### src/rtl/game_flow_ctrl_pkg.sv
// Shared definitions for the game sequencer and the renderer: scene codes,
// objective codes, default frame constants, menu sizes and small helpers.
package game_flow_ctrl_pkg;

  typedef enum logic [3:0] {
    ST_TITLE    = 4'd0,
    ST_STAFF    = 4'd1,
    ST_STAGE1   = 4'd2,
    ST_SUCCESS1 = 4'd3,
    ST_STAGE2   = 4'd4,
    ST_SUCCESS2 = 4'd5,
    ST_STAGE3   = 4'd6,
    ST_SUCCESS3 = 4'd7,
    ST_FAIL     = 4'd8,
    ST_HELP     = 4'd9
  } game_state_e;

  typedef enum logic [1:0] {
    TODO_NONE       = 2'd0,
    TODO_FIND_KEY   = 2'd1,
    TODO_FIND_LIGHT = 2'd2,
    TODO_FIND_DOOR  = 2'd3
  } todo_e;

  localparam int DEF_TIME_LIMIT_FRAMES = 3600;
  localparam int DEF_INVULN_FRAMES     = 60;

  localparam logic [1:0] TITLE_ITEMS   = 2'd3;
  localparam logic [1:0] SUCCESS_ITEMS = 2'd2;
  localparam logic [1:0] FAIL_ITEMS    = 2'd2;
  localparam logic [1:0] SINGLE_ITEMS  = 2'd1;
  localparam logic [1:0] FULL_LIFE     = 2'd3;
  localparam logic [3:0] PLAY_VALID_RST = 4'b0010;

  // Number of selectable items shown in a given scene.
  function automatic logic [1:0] menu_items(input game_state_e st);
    case (st)
      ST_TITLE:    return TITLE_ITEMS;
      ST_SUCCESS1: return SUCCESS_ITEMS;
      ST_SUCCESS2: return SUCCESS_ITEMS;
      ST_FAIL:     return FAIL_ITEMS;
      default:     return SINGLE_ITEMS;
    endcase
  endfunction

  // Cursor move with wrap-around; opposing presses cancel out.
  function automatic logic [1:0] menu_step(input logic [1:0] sel, input logic [1:0] items,
                                           input logic up, input logic down);
    if (up && !down) begin
      return (sel == 2'd0) ? (items - 2'd1) : (sel - 2'd1);
    end else if (down && !up) begin
      return (sel == (items - 2'd1)) ? 2'd0 : (sel + 2'd1);
    end else begin
      return sel;
    end
  endfunction

  // Stage number (1..3) of a stage scene, 0 otherwise.
  function automatic logic [1:0] stage_num(input game_state_e st);
    case (st)
      ST_STAGE1: return 2'd1;
      ST_STAGE2: return 2'd2;
      ST_STAGE3: return 2'd3;
      default:   return 2'd0;
    endcase
  endfunction

  function automatic game_state_e stage_state(input logic [1:0] n);
    case (n)
      2'd1:    return ST_STAGE1;
      2'd2:    return ST_STAGE2;
      2'd3:    return ST_STAGE3;
      default: return ST_TITLE;
    endcase
  endfunction

  function automatic game_state_e success_state(input logic [1:0] n);
    case (n)
      2'd1:    return ST_SUCCESS1;
      2'd2:    return ST_SUCCESS2;
      2'd3:    return ST_SUCCESS3;
      default: return ST_TITLE;
    endcase
  endfunction

  // Stage 2 opens in the dark, so the light must be found first.
  function automatic todo_e first_todo(input logic [1:0] n);
    case (n)
      2'd2:    return TODO_FIND_LIGHT;
      default: return TODO_FIND_KEY;
    endcase
  endfunction

  // Unlock bit granted by clearing stage n.
  function automatic logic [3:0] unlock_mask(input logic [1:0] n);
    case (n)
      2'd1:    return 4'b0100;
      2'd2:    return 4'b1000;
      default: return 4'b0000;
    endcase
  endfunction

endpackage

### src/rtl/game_flow_ctrl_frame_down_counter.sv
// Frame-paced down counter: load wins over tick, decrements on tick and
// holds at zero. W must be at least 2.
module frame_down_counter #(
  parameter int W = 8
) (
  input  logic         clk,
  input  logic         rst,
  input  logic         load,
  input  logic [W-1:0] load_val,
  input  logic         tick,
  output logic         zero,
  output logic         one
);

  logic [W-1:0] count_r;

  // Count register: reload on request, otherwise saturating decrement per frame.
  always_ff @(posedge clk) begin
    if (rst) begin
      count_r <= '0;
    end else if (load) begin
      count_r <= load_val;
    end else if (tick && (count_r != '0)) begin
      count_r <= count_r - {{(W-1){1'b0}}, 1'b1};
    end else begin
      count_r <= count_r;
    end
  end

  assign zero = (count_r == '0);
  assign one  = (count_r == {{(W-1){1'b0}}, 1'b1});

endmodule

### src/rtl/game_flow_ctrl.sv
// Game scene sequencer: menus, stage objectives, lives and stage unlocks.
// Optional stage timeout is compiled in when GAME_TIME_LIMIT_EN is defined.
module game_flow_ctrl
  import game_flow_ctrl_pkg::*;
#(
  parameter int TIME_LIMIT_FRAMES = DEF_TIME_LIMIT_FRAMES,
  parameter int INVULN_FRAMES     = DEF_INVULN_FRAMES
) (
  input  logic       clk,
  input  logic       rst,
  input  logic       frame_tick,
  input  logic       btn_up,
  input  logic       btn_down,
  input  logic       btn_sel,
  input  logic       btn_help,
  input  logic       key_hit,
  input  logic       light_hit,
  input  logic       door_hit,
  input  logic       trap_hit,
  output logic [3:0] state,
  output logic [1:0] todo,
  output logic [1:0] key_find,
  output logic [1:0] life,
  output logic [3:0] play_valid,
  output logic [1:0] menu_sel,
  output logic       stage_start
);

  localparam int INV_W = $clog2(INVULN_FRAMES + 1);

  game_state_e state_r, state_n;
  todo_e       todo_r, todo_n;
  logic [1:0]  key_r, key_n;
  logic [1:0]  life_r, life_n;
  logic [3:0]  pv_r, pv_n;
  logic [1:0]  sel_r, sel_n;
  logic        start_r;
  logic [1:0]  last_r, last_n;

  logic             enter_s;
  logic [1:0]       enter_num_s;
  logic [1:0]       cur_stage_s;
  logic [1:0]       title_pick_s;
  logic             inv_load_s;
  logic [INV_W-1:0] inv_load_val_s;
  logic             inv_zero_s;
  logic             inv_one_unused_s;
  logic             timeout_s;

  frame_down_counter #(.W(INV_W)) u_invuln (
    .clk      (clk),
    .rst      (rst),
    .load     (inv_load_s),
    .load_val (inv_load_val_s),
    .tick     (frame_tick),
    .zero     (inv_zero_s),
    .one      (inv_one_unused_s)
  );

`ifdef GAME_TIME_LIMIT_EN
  localparam int TMR_W = $clog2(TIME_LIMIT_FRAMES + 1);
  logic tmr_zero_unused_s;
  logic tmr_one_s;

  frame_down_counter #(.W(TMR_W)) u_stage_timer (
    .clk      (clk),
    .rst      (rst),
    .load     (enter_s),
    .load_val (TMR_W'(TIME_LIMIT_FRAMES)),
    .tick     (frame_tick),
    .zero     (tmr_zero_unused_s),
    .one      (tmr_one_s)
  );

  // The frame that takes the timer from 1 to 0 is the timeout.
  assign timeout_s = frame_tick & tmr_one_s;
`else
  localparam int UNUSED_TIME_LIMIT = TIME_LIMIT_FRAMES;
  assign timeout_s = 1'b0;
`endif

  assign cur_stage_s  = stage_num(state_r);
  assign title_pick_s = sel_r + 2'd1;

  // Next-state, objective, lives, unlocks and counter loads.
  always_comb begin
    state_n        = state_r;
    todo_n         = todo_r;
    key_n          = key_r;
    life_n         = life_r;
    pv_n           = pv_r;
    last_n         = last_r;
    enter_s        = 1'b0;
    enter_num_s    = 2'd0;
    inv_load_s     = 1'b0;
    inv_load_val_s = '0;
    sel_n          = sel_r;

    case (state_r)
      ST_TITLE: begin
        if (btn_sel) begin
          if (pv_r[title_pick_s]) begin
            enter_s     = 1'b1;
            enter_num_s = title_pick_s;
          end else begin
            state_n = ST_TITLE;
          end
        end else if (btn_help) begin
          state_n = ST_HELP;
        end else begin
          state_n = ST_TITLE;
        end
      end
      ST_HELP, ST_STAFF: begin
        if (btn_sel) begin
          state_n = ST_TITLE;
        end else begin
          state_n = state_r;
        end
      end
      ST_SUCCESS1, ST_SUCCESS2: begin
        if (btn_sel && (sel_r == 2'd0)) begin
          enter_s     = 1'b1;
          enter_num_s = (state_r == ST_SUCCESS1) ? 2'd2 : 2'd3;
        end else if (btn_sel) begin
          state_n = ST_TITLE;
        end else begin
          state_n = state_r;
        end
      end
      ST_SUCCESS3: begin
        if (btn_sel) begin
          state_n = ST_STAFF;
        end else begin
          state_n = state_r;
        end
      end
      ST_FAIL: begin
        if (btn_sel && (sel_r == 2'd0)) begin
          enter_s     = 1'b1;
          enter_num_s = last_r;
        end else if (btn_sel) begin
          state_n = ST_TITLE;
        end else begin
          state_n = state_r;
        end
      end
      ST_STAGE1, ST_STAGE2, ST_STAGE3: begin
        // One event per cycle, highest priority wins; the rest are dropped.
        if (door_hit && (todo_r == TODO_FIND_DOOR)) begin
          state_n = success_state(cur_stage_s);
          pv_n    = pv_r | unlock_mask(cur_stage_s);
          todo_n  = TODO_NONE;
        end else if ((state_r == ST_STAGE3) && trap_hit && inv_zero_s) begin
          inv_load_s     = 1'b1;
          inv_load_val_s = INV_W'(INVULN_FRAMES);
          life_n         = life_r - 2'd1;
          if (life_r == 2'd1) begin
            state_n = ST_FAIL;
          end else begin
            state_n = state_r;
          end
        end else if (timeout_s) begin
          state_n = ST_FAIL;
        end else if (light_hit && (todo_r == TODO_FIND_LIGHT)) begin
          todo_n = TODO_FIND_KEY;
        end else if (key_hit && (todo_r == TODO_FIND_KEY)) begin
          key_n = key_r + 2'd1;
          if (key_r == 2'd2) begin
            todo_n = TODO_FIND_DOOR;
          end else begin
            todo_n = todo_r;
          end
        end else begin
          state_n = state_r;
        end
      end
      default: begin
        state_n = ST_TITLE;
      end
    endcase

    if (enter_s) begin
      state_n        = stage_state(enter_num_s);
      todo_n         = first_todo(enter_num_s);
      key_n          = 2'd0;
      life_n         = FULL_LIFE;
      last_n         = enter_num_s;
      inv_load_s     = 1'b1;
      inv_load_val_s = '0;
    end else begin
      last_n = last_r;
    end

    // Cursor resets on any scene change; select already used the old value.
    if (state_n != state_r) begin
      sel_n = 2'd0;
    end else begin
      sel_n = menu_step(sel_r, menu_items(state_r), btn_up, btn_down);
    end
  end

  // Scene and HUD registers.
  always_ff @(posedge clk) begin
    if (rst) begin
      state_r <= ST_TITLE;
      todo_r  <= TODO_NONE;
      key_r   <= 2'd0;
      life_r  <= FULL_LIFE;
      pv_r    <= PLAY_VALID_RST;
      sel_r   <= 2'd0;
      start_r <= 1'b0;
      last_r  <= 2'd1;
    end else begin
      state_r <= state_n;
      todo_r  <= todo_n;
      key_r   <= key_n;
      life_r  <= life_n;
      pv_r    <= pv_n;
      sel_r   <= sel_n;
      start_r <= enter_s;
      last_r  <= last_n;
    end
  end

  assign state       = state_r;
  assign todo        = todo_r;
  assign key_find    = key_r;
  assign life        = life_r;
  assign play_valid  = pv_r;
  assign menu_sel    = sel_r;
  assign stage_start = start_r;

endmodule
### config.mk
export PLATFORM = sky130hd
export DESIGN_NAME = game_flow_ctrl
export DESIGN_NICKNAME = d
export VERILOG_FILES = /design/src/rtl/game_flow_ctrl_pkg.sv /design/src/rtl/game_flow_ctrl_frame_down_counter.sv /design/src/rtl/game_flow_ctrl.sv
export SDC_FILE = /design/constraint.sdc
export NUM_CORES = 1
export LEC_CHECK = 0
export ABC_CLOCK_PERIOD_IN_PS = 7100
export CAP_MARGIN = 30
export CORE_MARGIN = 5
export CORE_UTILIZATION = 57
export DETAILED_ROUTE_END_ITERATION = 16
export PLACE_DENSITY = 0.82
export SLEW_MARGIN = 10
export SYNTH_ARGS = -nofsm -noshare
export SYNTH_HDL_FRONTEND = slang
export SYNTH_SLANG_ARGS = --single-unit
### constraint.sdc
create_clock -name clk -period 7.1 [get_ports clk]
set_clock_uncertainty 0.2 [all_clocks]
set_input_delay 1.065 -clock clk [delete_from_list [all_inputs] [get_ports clk]]
set_output_delay 1.065 -clock clk [all_outputs]
set_load 0.1 [all_outputs]
==> impl_metrics.env <==
export IMPL_place_congestion=0.894
export IMPL_hold_depth=2
export IMPL_rr_startpoint="menu_sel[0]$_SDFFE_PP0P_"
export IMPL_cts_htree_levels=1
export IMPL_core_um2=2760
export IMPL_synth_cell_type_count=53
export IMPL_die_area_um2=4050
export IMPL_cts_buffer_depth=2
export IMPL_cts_repair_resized=0
export IMPL_final_max_slew_viol_count=0
export IMPL_cp_arrival_ns=2.36
export IMPL_synth_avg_cell_area_um2=7.89
export IMPL_die_h_um=63.7
export IMPL_peakVddDrop_mv=0.311
export IMPL_crit_fanout=19
export IMPL_synth_seq_area_share_pct=28.0
export IMPL_cp_start_kind="flop"
export IMPL_critPathCapture="state[1]"
export IMPL_hold_violations=0
export IMPL_cp_data_required_time_ns=5.83
export IMPL_power_leakage_nw=0.690
export IMPL_antenna_left=0
export IMPL_path_cells="clkdlybuf4s50_1"
export IMPL_cts_hold_buf=0
export IMPL_finalWirelength_mm=4.25
export IMPL_clk_pin_slew_worst_paths_ns=0.13
export IMPL_critPathKind="flop to primary output"
export IMPL_io_buffer_count=25
export IMPL_drc=0
export IMPL_grt_overflow_total=0
export IMPL_grt_max_degree=20
export IMPL_final_nets=243
export IMPL_netlist_area_um2=1640
export IMPL_cts_setup_buffers=0
export IMPL_die_width_um=63.7
export IMPL_synth_edf_count=0
export IMPL_timing_setup_tns_ns=0
export IMPL_synthCells=208
export IMPL_antenna_found_initial=0
export IMPL_synth_warnings=0
export IMPL_antenna_cells=0
export IMPL_syn2layout_area_growth_pct=14.8
export IMPL_grt_pass1_vias=1554
export IMPL_critPathSlowestCell="clkdlybuf4s50_1"
export IMPL_clockRootBuffer="clkbuf_4"
export IMPL_slowest_delay_ns=1.26
export IMPL_setup_violations_final=0
export IMPL_start_util_pct=59.5
export IMPL_drive_gt1_share_pct=6.70
export IMPL_grt_pass1_wl_mm=7.16
export IMPL_numCtsBuffers=3
export IMPL_vias=1625
export IMPL_fin_cells=255
export IMPL_fmax_mhz=276
export IMPL_hpwl_mm=3.32
export IMPL_synth_ff_type="dfxtp_1"
export IMPL_ys_seq_elements=23
export IMPL_cp_num_cells=1
export IMPL_clk_insertion_delay_late_ns=0.31
export IMPL_maxCapViolCount=0
export IMPL_drt_initial_drc_count=147
export IMPL_r2r_end="todo[0]$_SDFFE_PP0P_"
export IMPL_wl_per_cell_um=16.7
export IMPL_fin_crit_ns=3.63
export IMPL_dp_cells=251
export IMPL_crit_buf_inv=1
export IMPL_crit_family="buffers and inverters"
export IMPL_slew_headroom_pct=34.0
export IMPL_clkSinkCount=23
export IMPL_cts_tree="built"
export IMPL_final_common_cell="clkdlybuf4s50_1"
export IMPL_hold_class="flop to flop"
export IMPL_final_cell_mix="25 x clkdlybuf4s50_1, 23 x dfxtp_1, 20 x nor2_1"
export IMPL_end_kind="primary output"
export IMPL_powerDensity_nw_per_um2=360
export IMPL_ioPinCount=28
export IMPL_r2r_slack_ns=4.22
export IMPL_async_flop_share_pct=0
export IMPL_avgViaCountPerCell=6.37
export IMPL_grt_usage_pct=21.4
export IMPL_worstSetupStartpoint="state[1]$_SDFF_PP0_"
export IMPL_post_route_period_util_pct=51.1
export IMPL_first_pass_iters=4
export IMPL_r2r_cells=8
export IMPL_tightest_slew_ns=0.988
export IMPL_outcome="finished, final reports clean"
export IMPL_rows=19
export IMPL_syn_nets=226
export IMPL_rsz0062_at_grt="no"
cell families after synthesis:
| logic type | count (synthesis) | synth area share [%] |
|---|---|---|
| compound gates | 60 | 24.9 |
| other cells | 2 | 0.457 |
| mux | 2 | 1.37 |
| xor+xnor | 7 | 3.73 |
| flops | 23 | 28.0 |
| fa+ha+maj | 7 | 5.34 |
| simple gates | 79 | 28.2 |
| buf+inv | 28 | 7.93 |
cell type report:
cell class | count | area, um2
well taps | 31 | 38.8
fillers | 252 | 873
repair buffers | 25 | 250
clock buffers | 3 | 22.5
clock inverters | 1 | 5.00
inverters | 15 | 56.3
flip-flops and latches | 23 | 460
multi-input cells | 157 | 1050
worst min path at each step:
stage                                           to                     start  slack (ns)
after floorplan             last_r[0]$_SDFFE_PP1P_    last_r[0]$_SDFFE_PP1P_        0.24
after global routing      key_find[1]$_SDFFE_PP0P_  key_find[1]$_SDFFE_PP0P_        0.32
after CTS                   last_r[1]$_SDFFE_PP0P_    last_r[1]$_SDFFE_PP0P_        0.28
after global placement      last_r[0]$_SDFFE_PP1P_    last_r[0]$_SDFFE_PP1P_        0.25
after detailed placement    last_r[0]$_SDFFE_PP1P_    last_r[0]$_SDFFE_PP1P_        0.26
final                       last_r[1]$_SDFFE_PP0P_    last_r[1]$_SDFFE_PP0P_        0.28
layer usage:
metal / routed length, um / share of wire [%] / GRT usage [%]
met4: 72 / 1.7 / 7.79
met2: 2200 / 52 / 38.3
met5: 0 / 0 / 0
met1: 1700 / 40 / 25.8
met3: 277 / 6.5 / 2.31
Yosys cell counts (2+ instances only):
cell / number / area share [%]
nor3_1: 4 / 1.2
nand2_1: 14 / 3.2
or2_2: 2 / 0.76
nor4_4: 2 / 2.6
a2111oi_0: 2 / 1.1
a31oi_1: 3 / 1.1
o21ai_0: 9 / 2.7
o32a_1: 2 / 1.2
dfxtp_1: 23 / 28
o32ai_1: 3 / 1.6
nand3_1: 5 / 1.5
o21a_1: 2 / 0.91
xnor2_1: 6 / 3.2
o211ai_1: 3 / 1.4
a211o_1: 2 / 1.1
nor2b_1: 3 / 1.1
conb_1: 2 / 0.46
a21oi_1: 16 / 4.9
a211oi_1: 4 / 1.8
buf_4: 3 / 1.4
nor4_1: 3 / 1.1
nor2_1: 20 / 4.6
ha_1: 7 / 5.3
nor4b_1: 3 / 1.6
and3_1: 4 / 1.5
or4_1: 3 / 1.4
or3_1: 2 / 0.76
a21o_1: 2 / 0.91
a41oi_1: 4 / 2.1
clkbuf_1: 4 / 0.91
buf_2: 5 / 1.5
nand2b_1: 4 / 1.5
nand3b_1: 3 / 1.4
inv_1: 15 / 3.4
state kept, by name, indices dropped and copies added, names as in the netlist, 2 cells and up:
register          count
u_invuln.count_r      6
state                 4
key_find              2
last_r                2
life                  2
menu_sel              2
play_valid            2
todo                  2
where the power goes:
group / internal [mW] / total [mW] / switching, mW
Clock: 0.0211 / 0.0603 / 0.0393
Sequential: 0.159 / 0.203 / 0.0441
Combinational: 0.155 / 0.415 / 0.261
Total: 0.334 / 0.678 / 0.344
metrics by stage:
| stage | setup WS [ns] | hold WS [ns] | total power, mW | area, um2 | util (%) |
|---|---|---|---|---|---|
| 6_report | 3.47 | 0.280 | 0.678 | 1880 | 68.3 |
| 3_3_place_gp | 3.78 | 0.247 | 0.600 | 1860 | 67.3 |
| 4_1_cts | 3.48 | 0.282 | 0.678 | 1880 | 68.3 |
| 5_1_grt | 3.39 | 0.316 | 0.731 | 1880 | 68.3 |
| 2_1_floorplan | 4.05 | 0.236 | 0.538 | 1640 | - |
| 3_5_place_dp | 3.69 | 0.262 | 0.618 | 1860 | 67.3 |
(Power assumes the default switching activity.)
